## src/rtl/ita_job_scheduler.sv

```systemverilog
// Job scheduler in front of the ITA controller: round-robin grant among requesters,
// then steps the granted job through its sequence, counting output tiles per step.
module ita_job_scheduler #(
  parameter int unsigned NumReq       = 2,
  parameter int unsigned IdWidth      = 4,
  parameter int unsigned TileCntWidth = 16
) (
  input  logic                           clk_i,
  input  logic                           rst_ni,
  input  logic [NumReq-1:0]              req_valid_i,
  output logic [NumReq-1:0]              req_ready_o,
  input  logic [NumReq-1:0]              req_mode_i,
  input  logic [NumReq*TileCntWidth-1:0] req_tiles_i,
  input  logic [NumReq*IdWidth-1:0]      req_id_i,
  output logic [3:0]                     step_o,
  output logic                           step_valid_o,
  input  logic                           step_ready_i,
  input  logic                           tile_done_i,
  output logic [NumReq-1:0]              grant_o,
  output logic                           done_valid_o,
  input  logic                           done_ready_i,
  output logic [IdWidth-1:0]             done_id_o,
  output logic                           busy_o,
  output logic                           err_o
);

  localparam int unsigned PtrWidth = (NumReq > 1) ? $clog2(NumReq) : 1;
  localparam logic [3:0] StepIdle = 4'd0;
  localparam logic [3:0] StepQ    = 4'd1;
  localparam logic [3:0] StepOw   = 4'd6;
  localparam logic [3:0] StepF1   = 4'd7;
  localparam logic [3:0] StepF2   = 4'd8;

  // state | meaning
  // IDLE  | arbitrate and accept one job
  // ISSUE | offer step_o to the datapath until step_ready_i
  // RUN   | count tile_done_i pulses up to the job's tile budget
  // DONE  | present the completed job ID until done_ready_i
  typedef enum logic [1:0] {IDLE, ISSUE, RUN, DONE} state_e;

  state_e                  state_q, state_d;
  logic [PtrWidth-1:0]     ptr_q, ptr_d;
  logic [3:0]              step_q, step_d;
  logic [TileCntWidth-1:0] cnt_q, cnt_d;
  logic [TileCntWidth-1:0] tiles_q, tiles_d;
  logic [IdWidth-1:0]      id_q, id_d;
  logic [NumReq-1:0]       grant_q, grant_d;
  logic                    err_q;

  logic [TileCntWidth-1:0] tiles_arr [NumReq];
  logic [IdWidth-1:0]      id_arr    [NumReq];

  for (genvar gi = 0; gi < NumReq; gi++) begin : g_unpack
    assign tiles_arr[gi] = req_tiles_i[gi*TileCntWidth +: TileCntWidth];
    assign id_arr[gi]    = req_id_i[gi*IdWidth +: IdWidth];
  end

  logic                win_found;
  logic [PtrWidth-1:0] win_idx;
  int unsigned         cand;

  always_comb begin
    win_found = 1'b0;
    win_idx   = '0;
    cand      = 0;
    for (int unsigned i = 0; i < NumReq; i++) begin
      cand = (32'(ptr_q) + i) % NumReq;
      if (!win_found && req_valid_i[PtrWidth'(cand)]) begin
        win_found = 1'b1;
        win_idx   = PtrWidth'(cand);
      end
    end
  end

  logic advance;
  logic last_step;

  always_comb begin
    state_d      = state_q;
    ptr_d        = ptr_q;
    step_d       = step_q;
    cnt_d        = cnt_q;
    tiles_d      = tiles_q;
    id_d         = id_q;
    grant_d      = grant_q;
    advance      = 1'b0;
    last_step    = (step_q == StepOw) || (step_q == StepF2);
    req_ready_o  = '0;
    step_valid_o = 1'b0;
    done_valid_o = 1'b0;
    done_id_o    = '0;

    case (state_q)
      IDLE: begin
        if (win_found) begin
          // ready is held low while reset is asserted so no requester sees a false accept
          if (rst_ni) req_ready_o[win_idx] = 1'b1;
          tiles_d          = tiles_arr[win_idx];
          id_d             = id_arr[win_idx];
          grant_d          = '0;
          grant_d[win_idx] = 1'b1;
          ptr_d            = PtrWidth'((32'(win_idx) + 1) % NumReq);
          step_d           = req_mode_i[win_idx] ? StepF1 : StepQ;
          state_d          = ISSUE;
        end
      end
      ISSUE: begin
        step_valid_o = 1'b1;
        if (step_ready_i) begin
          if (tiles_q == '0) begin
            advance = 1'b1;
          end else begin
            cnt_d   = '0;
            state_d = RUN;
          end
        end
      end
      RUN: begin
        if (tile_done_i) begin
          if (cnt_q == tiles_q - TileCntWidth'(1)) begin
            cnt_d   = '0;
            advance = 1'b1;
          end else begin
            cnt_d = cnt_q + TileCntWidth'(1);
          end
        end
      end
      DONE: begin
        done_valid_o = 1'b1;
        done_id_o    = id_q;
        if (done_ready_i) begin
          grant_d = '0;
          state_d = IDLE;
        end
      end
      default: state_d = IDLE;
    endcase

    if (advance) begin
      if (last_step) begin
        step_d  = StepIdle;
        state_d = DONE;
      end else begin
        step_d  = step_q + 4'd1;
        state_d = ISSUE;
      end
    end
  end

  always_ff @(posedge clk_i or negedge rst_ni) begin
    if (!rst_ni) begin
      state_q <= IDLE;
      ptr_q   <= '0;
      step_q  <= StepIdle;
      cnt_q   <= '0;
      tiles_q <= '0;
      id_q    <= '0;
      grant_q <= '0;
      err_q   <= 1'b0;
    end else begin
      state_q <= state_d;
      ptr_q   <= ptr_d;
      step_q  <= step_d;
      cnt_q   <= cnt_d;
      tiles_q <= tiles_d;
      id_q    <= id_d;
      grant_q <= grant_d;
      err_q   <= tile_done_i && (state_q != RUN);
    end
  end

  assign step_o  = step_q;
  assign grant_o = grant_q;
  assign busy_o  = (state_q != IDLE);
  assign err_o   = err_q;

endmodule

```

## config.mk

```make
export PLATFORM = sky130hd
export DESIGN_NAME = ita_job_scheduler
export DESIGN_NICKNAME = d
export VERILOG_FILES = /design/src/rtl/ita_job_scheduler.sv
export SDC_FILE = /design/constraint.sdc
export NUM_CORES = 1
export LEC_CHECK = 0
export ABC_AREA = 1
export CAP_MARGIN = 20
export CORE_UTILIZATION = 34
export CTS_CLUSTER_SIZE = 30
export DETAILED_ROUTE_END_ITERATION = 8
export GPL_TIMING_DRIVEN = 0
export HOLD_SLACK_MARGIN = 0.03
export RECOVER_POWER = 25
export SYNTH_ARGS = -nofsm -noshare
export SYNTH_HDL_FRONTEND = slang
export SYNTH_SLANG_ARGS = --single-unit
```

## constraint.sdc

```tcl
create_clock -name clk_i -period 3.74 [get_ports clk_i]
set_input_delay 0.561 -clock clk_i [delete_from_list [all_inputs] [get_ports clk_i]]
set_output_delay 0.561 -clock clk_i [all_outputs]
set_load 0.005 [all_outputs]
```

==> impl_metrics.yaml, run 1 <==
sta:
  slew-limit-headroom: 0.170
  period_needed_ns: 3.26
  setup_ws_ns: 0.484
  fin_skew_ns: 0.00827
  rsz0062_at_grt: "no"
  finalMaxSlewViolations: 0
  hold_viol_final: 0
  fmax_mhz: 307
  setup_viol: 0
  worst_slew_pin_slew_ns: 1.24
  post-route-period-util: 0.871
setup_path:
  start_kind: "input pin"
  required_ns: 3.18
  crit_path_max_incr_delay_ns: 0.53
  worstPathArrival_ns: 2.70
  crit_chain: "clkdlybuf4s50_1, inv_1, a21oi_1, inv_1, clkbuf_1, nor3_1, clkdlybuf4s50_1"
  crit_family: "buffers and inverters"
  cp-end-kind: "output port"
  worst-path-buf-inv: 5
  worstSetupPathType: "in2out"
  critPathMaxFanout: 10
  slowest_stage: "clkdlybuf4s50_1"
finish:
  antenna_cells: 0
  final_nets: 643
  final_util: 0.449
  drive_gt1_frac: 0.0904
  area_delta_synth_final_pct: 25.7
  post-route-cell-area_um2: 4470
  layout.cells.non_filler: 719
  layout_commonest_cell: "nand2_1"
  most-common-layout-cells: "nand2_1, inv_1, clkdlybuf4s50_1"
clock_tree:
  cts_resized: 0
  cts_setup_buffers: 0
  clk_pin_slew_ns: 0.09
  cts-root-buf: "clkbuf_8"
  cts_tree: "built"
  cts_hold_buf: 0
  clkSinkCount: 46
  h-tree-depth: 2
  clock_path_buffers: 2
  tritoncts.num_buffers: 5
  worst_skew_pair.late_latency_ns: 0.31
power:
  switchingPower_mw: 1.27
  p_sw_frac: 0.478
  seqPwrFrac: 0.317
  cellPowerDensity_nw_per_um2: 596
  power_mw: 2.67
  ir_worst_vdd_mv: 0.242
  comb_power_share: 0.559
  cellInternalPower_mw: 1.39
  pwr-share-clk: 0.124
  leakage_nw: 2.08
synthesis:
  synth_top_family_by_area: "simple AND/OR/NAND/NOR gates"
  synth_compound_area_frac: 0.148
  yosysSeqAreaShare: 0.323
  ys.flop_type: "dfrtp_1"
  syn_area_um2: 3560
  synthArstFlopShare: 1.00
  synth_cell_types: 40
  synth-xor-area-share: 0.0443
  synthAdderAreaFrac: 0.0316
  syn_nets: 571
  synth_seq_cells: 46
  synth-simple-area-share: 0.360
  muxShareOfSynthArea: 0
  avgSynthCellArea_um2: 6.94
  synth_edf_count: 0
  syn_inst: 513
  ys_warn_count: 0
route:
  drt_wl_total_um: 9590
  drc_errors: 0
  vias: 3556
  drtAntennaViolNets: 0
  drt_first_pass_iters: 4
  wl_per_cell_um: 13.3
  vias_per_cell: 4.95
  first_iter_violations: 145
placed_design:
  place_hpwl_um: 7850
  port_buffers: 64
  pre_cts_ws_ns: 0.394
  place_area_um2: 4380
  dp.cells: 711
  finalWeightedCongestion: 0.860
status:
  outcome: "completed"
global_routing:
  grt_pass1_wl_um: 16000
  grt_pass1_vias: 3298
  antenna_found_initial: 0
  track_usage: 0.183
  grt_max_degree: 27
  overflow: 0
floorplanning:
  floorplan.initialDensity: 0.357
  die_y_um: 104
  fp.coreArea_um2: 9950
  die_area_um2: 10900
  die_w_um: 104
  ioPinCount: 65
  rows: 36
worst_hold_path:
  hold_path_class: "in2async"
run:
  drv_cap: 0
[logic make-up after synthesis]
kind of cell	count (synthesis)
and+or+nand+nor	267
AOI/OAI and AO/OA	88
buffers and inverters	85
DFF	46
xor gates and xnor gates	18
adders and majority gates	9
[power groups by stage]
stage	Sequential (mW)	Combinational [mW]	Clock (mW)
2_1_floorplan	0.813	1.04	0
3_3_place_gp	0.851	1.47	0
3_5_place_dp	0.857	1.49	0
4_1_cts	0.847	1.50	0.344
5_1_grt	0.873	1.70	0.361
6_report	0.844	1.49	0.331
[synth_stat cells, types with 7 or more instances]
cell type  count  share of area
o21ai_0       14          0.020
nor2_1        47          0.050
nand2_2       10          0.018
clkbuf_1       7         0.0074
nand4_1        9          0.016
nand2_1      125           0.13
a21oi_1       39          0.055
nand3_1       39          0.055
o22ai_1        9          0.016
inv_1         70          0.074
a22oi_1       13          0.027
xor2_1        12          0.030
dfrtp_1       46           0.32
ha_1           9          0.032
nor2_2         8          0.014
[worst register-to-register path, stage by stage (launching register included)]
cell and delay (ns):
dfrtp_1 0.41, inv_1 0.25, ha_1 0.36, nand2_4 0.14, nor2_2 0.16, nand3_1 0.14
nand2_1 0.11, o21ai_0 0.13, o211ai_2 0.19, inv_1 0.15, buf_2 0.22, o22ai_1 0.17
[per-layer routing]
| layer | wire (um) | GRT usage | vias up |
|---|---|---|---|
| met5 | 0 | 0 | - |
| met4 | 67 | 0.0398 | 0 |
| met3 | 567 | 0.0313 | 5 |
| met2 | 4420 | 0.300 | 83 |
| met1 | 4540 | 0.251 | 1652 |
| li1 | - | - | 1816 |
[flip-flops by register name, indices dropped and copies added, names as in the netlist]
name / flops
step_o: 4
id_q: 4
grant_o: 2
err_o: 1
ptr_q: 1
cnt_q: 16
tiles_q: 16
state_q: 2
[worst paths after layout]
path                                     start             end  slack, ns  cells past startpoint
worst min register to register         id_q[0]         id_q[0]       0.54                      2
worst max register to register      tiles_q[0]        cnt_q[3]       1.24                     11
worst max-delay path            req_valid_i[1]  req_ready_o[1]       0.48                      7
worst min-delay path                    rst_ni        cnt_q[2]       0.49                      1
max in group asynchronous               rst_ni       step_o[2]       2.51                      2
min in group clk_i                     id_q[0]         id_q[0]       0.54                      2
[per-stage QoR]
step | TNS [ns] | hold WS (ns)
global placement | -0.907 | 0.510
CTS | 0 | 0.228
floorplan | 0 | 0.265
detailed placement | 0 | 0.516
global route | 0 | 0.563
finish | 0 | 0.491
[layout make-up]
| cell class | count | area, um^2 |
|---|---|---|
| well taps | 133 | 166 |
| plain buffers | 11 | 50.0 |
| clock buffers | 6 | 82.6 |
| inverters | 74 | 278 |
| fillers | 1016 | 5480 |
| clock inverters | 2 | 12.5 |
| repair buffers | 65 | 654 |
| multi-input cells | 382 | 2080 |
| flip-flops and latches | 46 | 1150 |
Power figures use the tool's default switching activity.
==> run 2, diff against run 1 <==
--- a/config.mk
+++ b/config.mk
@@ -7,11 +7,12 @@
 export LEC_CHECK = 0
 export ABC_AREA = 1
 export CAP_MARGIN = 20
-export CORE_UTILIZATION = 34
+export CORE_UTILIZATION = 58
 export CTS_CLUSTER_SIZE = 30
 export DETAILED_ROUTE_END_ITERATION = 8
 export GPL_TIMING_DRIVEN = 0
 export HOLD_SLACK_MARGIN = 0.03
+export PLACE_DENSITY = 0.87
 export RECOVER_POWER = 25
 export SYNTH_ARGS = -nofsm -noshare
 export SYNTH_HDL_FRONTEND = slang
==> impl_metrics.yaml, run 2 (synthesized netlist as in run 1, its figures left out) <==
floorplanning:
  fp.coreArea_um2: 5920
  die_y_um: 80.3
  rows: 28
  die_area_um2: 6450
  die_w_um: 80.3
  ioPinCount: 65
  floorplan.initialDensity: 0.601
sta:
  fmax_mhz: 295
  tns_ns: 0
  finalMaxSlewViolations: 0
  period_needed_ns: 3.39
  hold_viol_final: 0
  rsz0062_at_grt: "no"
  worst_slew_pin_slew_ns: 1.11
  setup_ws_ns: 0.348
  setup_viol: 0
  post-route-period-util: 0.907
  slew-limit-headroom: 0.259
  fin_skew_ns: 0.0108
clock_tree:
  tritoncts.num_buffers: 5
  cts_tree: "built"
  cts_resized: 0
  clock_path_buffers: 2
  clkSinkCount: 46
  worst_skew_pair.late_latency_ns: 0.30
  cts-root-buf: "clkbuf_8"
  cts_setup_buffers: 0
  cts_hold_buf: 0
  clk_pin_slew_ns: 0.09
  h-tree-depth: 2
finish:
  regArea_um2: 1150
  layout_commonest_cell: "nand2_1"
  drive_gt1_frac: 0.0904
  fill_cells: 494
  most-common-layout-cells: "nand2_1, inv_1, clkdlybuf4s50_1"
  area_delta_synth_final_pct: 24.0
  multi_input_area_um2: 2080
  largest_registers: "cnt_q x16, tiles_q x16"
  final_nets: 643
  antenna_cells: 0
setup_path:
  critPathMaxFanout: 10
  worstPathArrival_ns: 2.83
  start_kind: "input pin"
  worstSetupPathType: "in2out"
  required_ns: 3.18
  cp-end-kind: "output port"
route:
  drc_errors: 0
  drt_first_pass_iters: 5
  drtAntennaViolNets: 0
  first_iter_violations: 248
  wl_per_cell_um: 14.4
  drt_wl_total_um: 9500
  vias: 3717
  vias_per_cell: 5.62
global_routing:
  grt_pass1_vias: 3482
  track_usage: 0.310
  antenna_found_initial: 0
  grt_max_degree: 30
  overflow: 0
  grt_pass1_wl_um: 15400
worst_hold_path:
  hold_path_class: "in2async"
placed_design:
  pre_cts_ws_ns: 0.367
  finalWeightedCongestion: 0.951
  place_hpwl_um: 7460
  port_buffers: 64
run:
  drv_cap: 0
power:
  ir_worst_vdd_mv: 0.445
  cellPowerDensity_nw_per_um2: 613
  leakage_nw: 2.09
status:
  outcome: "completed"
-- run 2: path summary, 6_finish.rpt --
path	startpoint	to	slack, ns	cells past startpoint
max	req_valid_i[1]	req_ready_o[1]	0.35	7
min	rst_ni	step_o[0]	0.44	1
max reg2reg	tiles_q[0]	cnt_q[2]	1.30	11
min reg2reg	id_q[2]	id_q[2]	0.54	2
max in group asynchronous	rst_ni	tiles_q[11]	2.59	2
min in group clk_i	id_q[2]	id_q[2]	0.54	2
-- run 2: routing by layer --
layer	up-vias	track usage	part of all wire
li1	1809	-	-
met1	1727	0.389	0.43
met2	161	0.531	0.47
met3	20	0.0625	0.078
met4	0	0.0982	0.018
met5	-	0	0
-- run 2: metrics by stage --
stage          area, um^2  std cells  power (mW)  hold slack [ns]  utilization
3_3_place_gp         4290        652        2.28            0.507        0.725
3_5_place_dp         4310        653        2.34            0.523        0.728
6_report             4410        661        2.71            0.443        0.745
5_1_grt              4410        661        2.93            0.525        0.745
2_1_floorplan        3560        513        1.85            0.265            -
4_1_cts              4410        661        2.69            0.211        0.745
-- run 2: area by class of cell --
| class | count | area share |
|---|---|---|
| multi-input cells | 382 | 0.471 |
| repair buffers | 65 | 0.148 |
| flip-flops and latches | 46 | 0.261 |
| clock inverters | 1 | 0.00199 |
| plain buffers | 11 | 0.0113 |
| well taps | 75 | 0.0213 |
| clock buffers | 7 | 0.0218 |
| inverters | 74 | 0.0630 |
-- run 2: power by group --
part           total (mW)  switching, mW  internal, mW
sequential          0.853          0.193         0.661
clock               0.343          0.173         0.170
combinational        1.51          0.925         0.585
total                2.71           1.29          1.41
-- run 2: critical path, stage by stage --
cell and delay [ns]:
clkdlybuf4s50_1 0.48, inv_1 0.05, a21oi_1 0.44, inv_1 0.29, clkbuf_1 0.28, nor3_1 0.20, clkdlybuf4s50_1 0.53
==> run 3, diff against run 2 <==
--- a/config.mk
+++ b/config.mk
@@ -6,7 +6,7 @@
 export NUM_CORES = 1
 export LEC_CHECK = 0
 export ABC_AREA = 1
-export CAP_MARGIN = 20
+export ABC_CLOCK_PERIOD_IN_PS = 3740
 export CORE_UTILIZATION = 58
 export CTS_CLUSTER_SIZE = 30
 export DETAILED_ROUTE_END_ITERATION = 8
==> results of run 3 <==
Same layout as run 2: the final DEF is identical, and so are final timing and power.
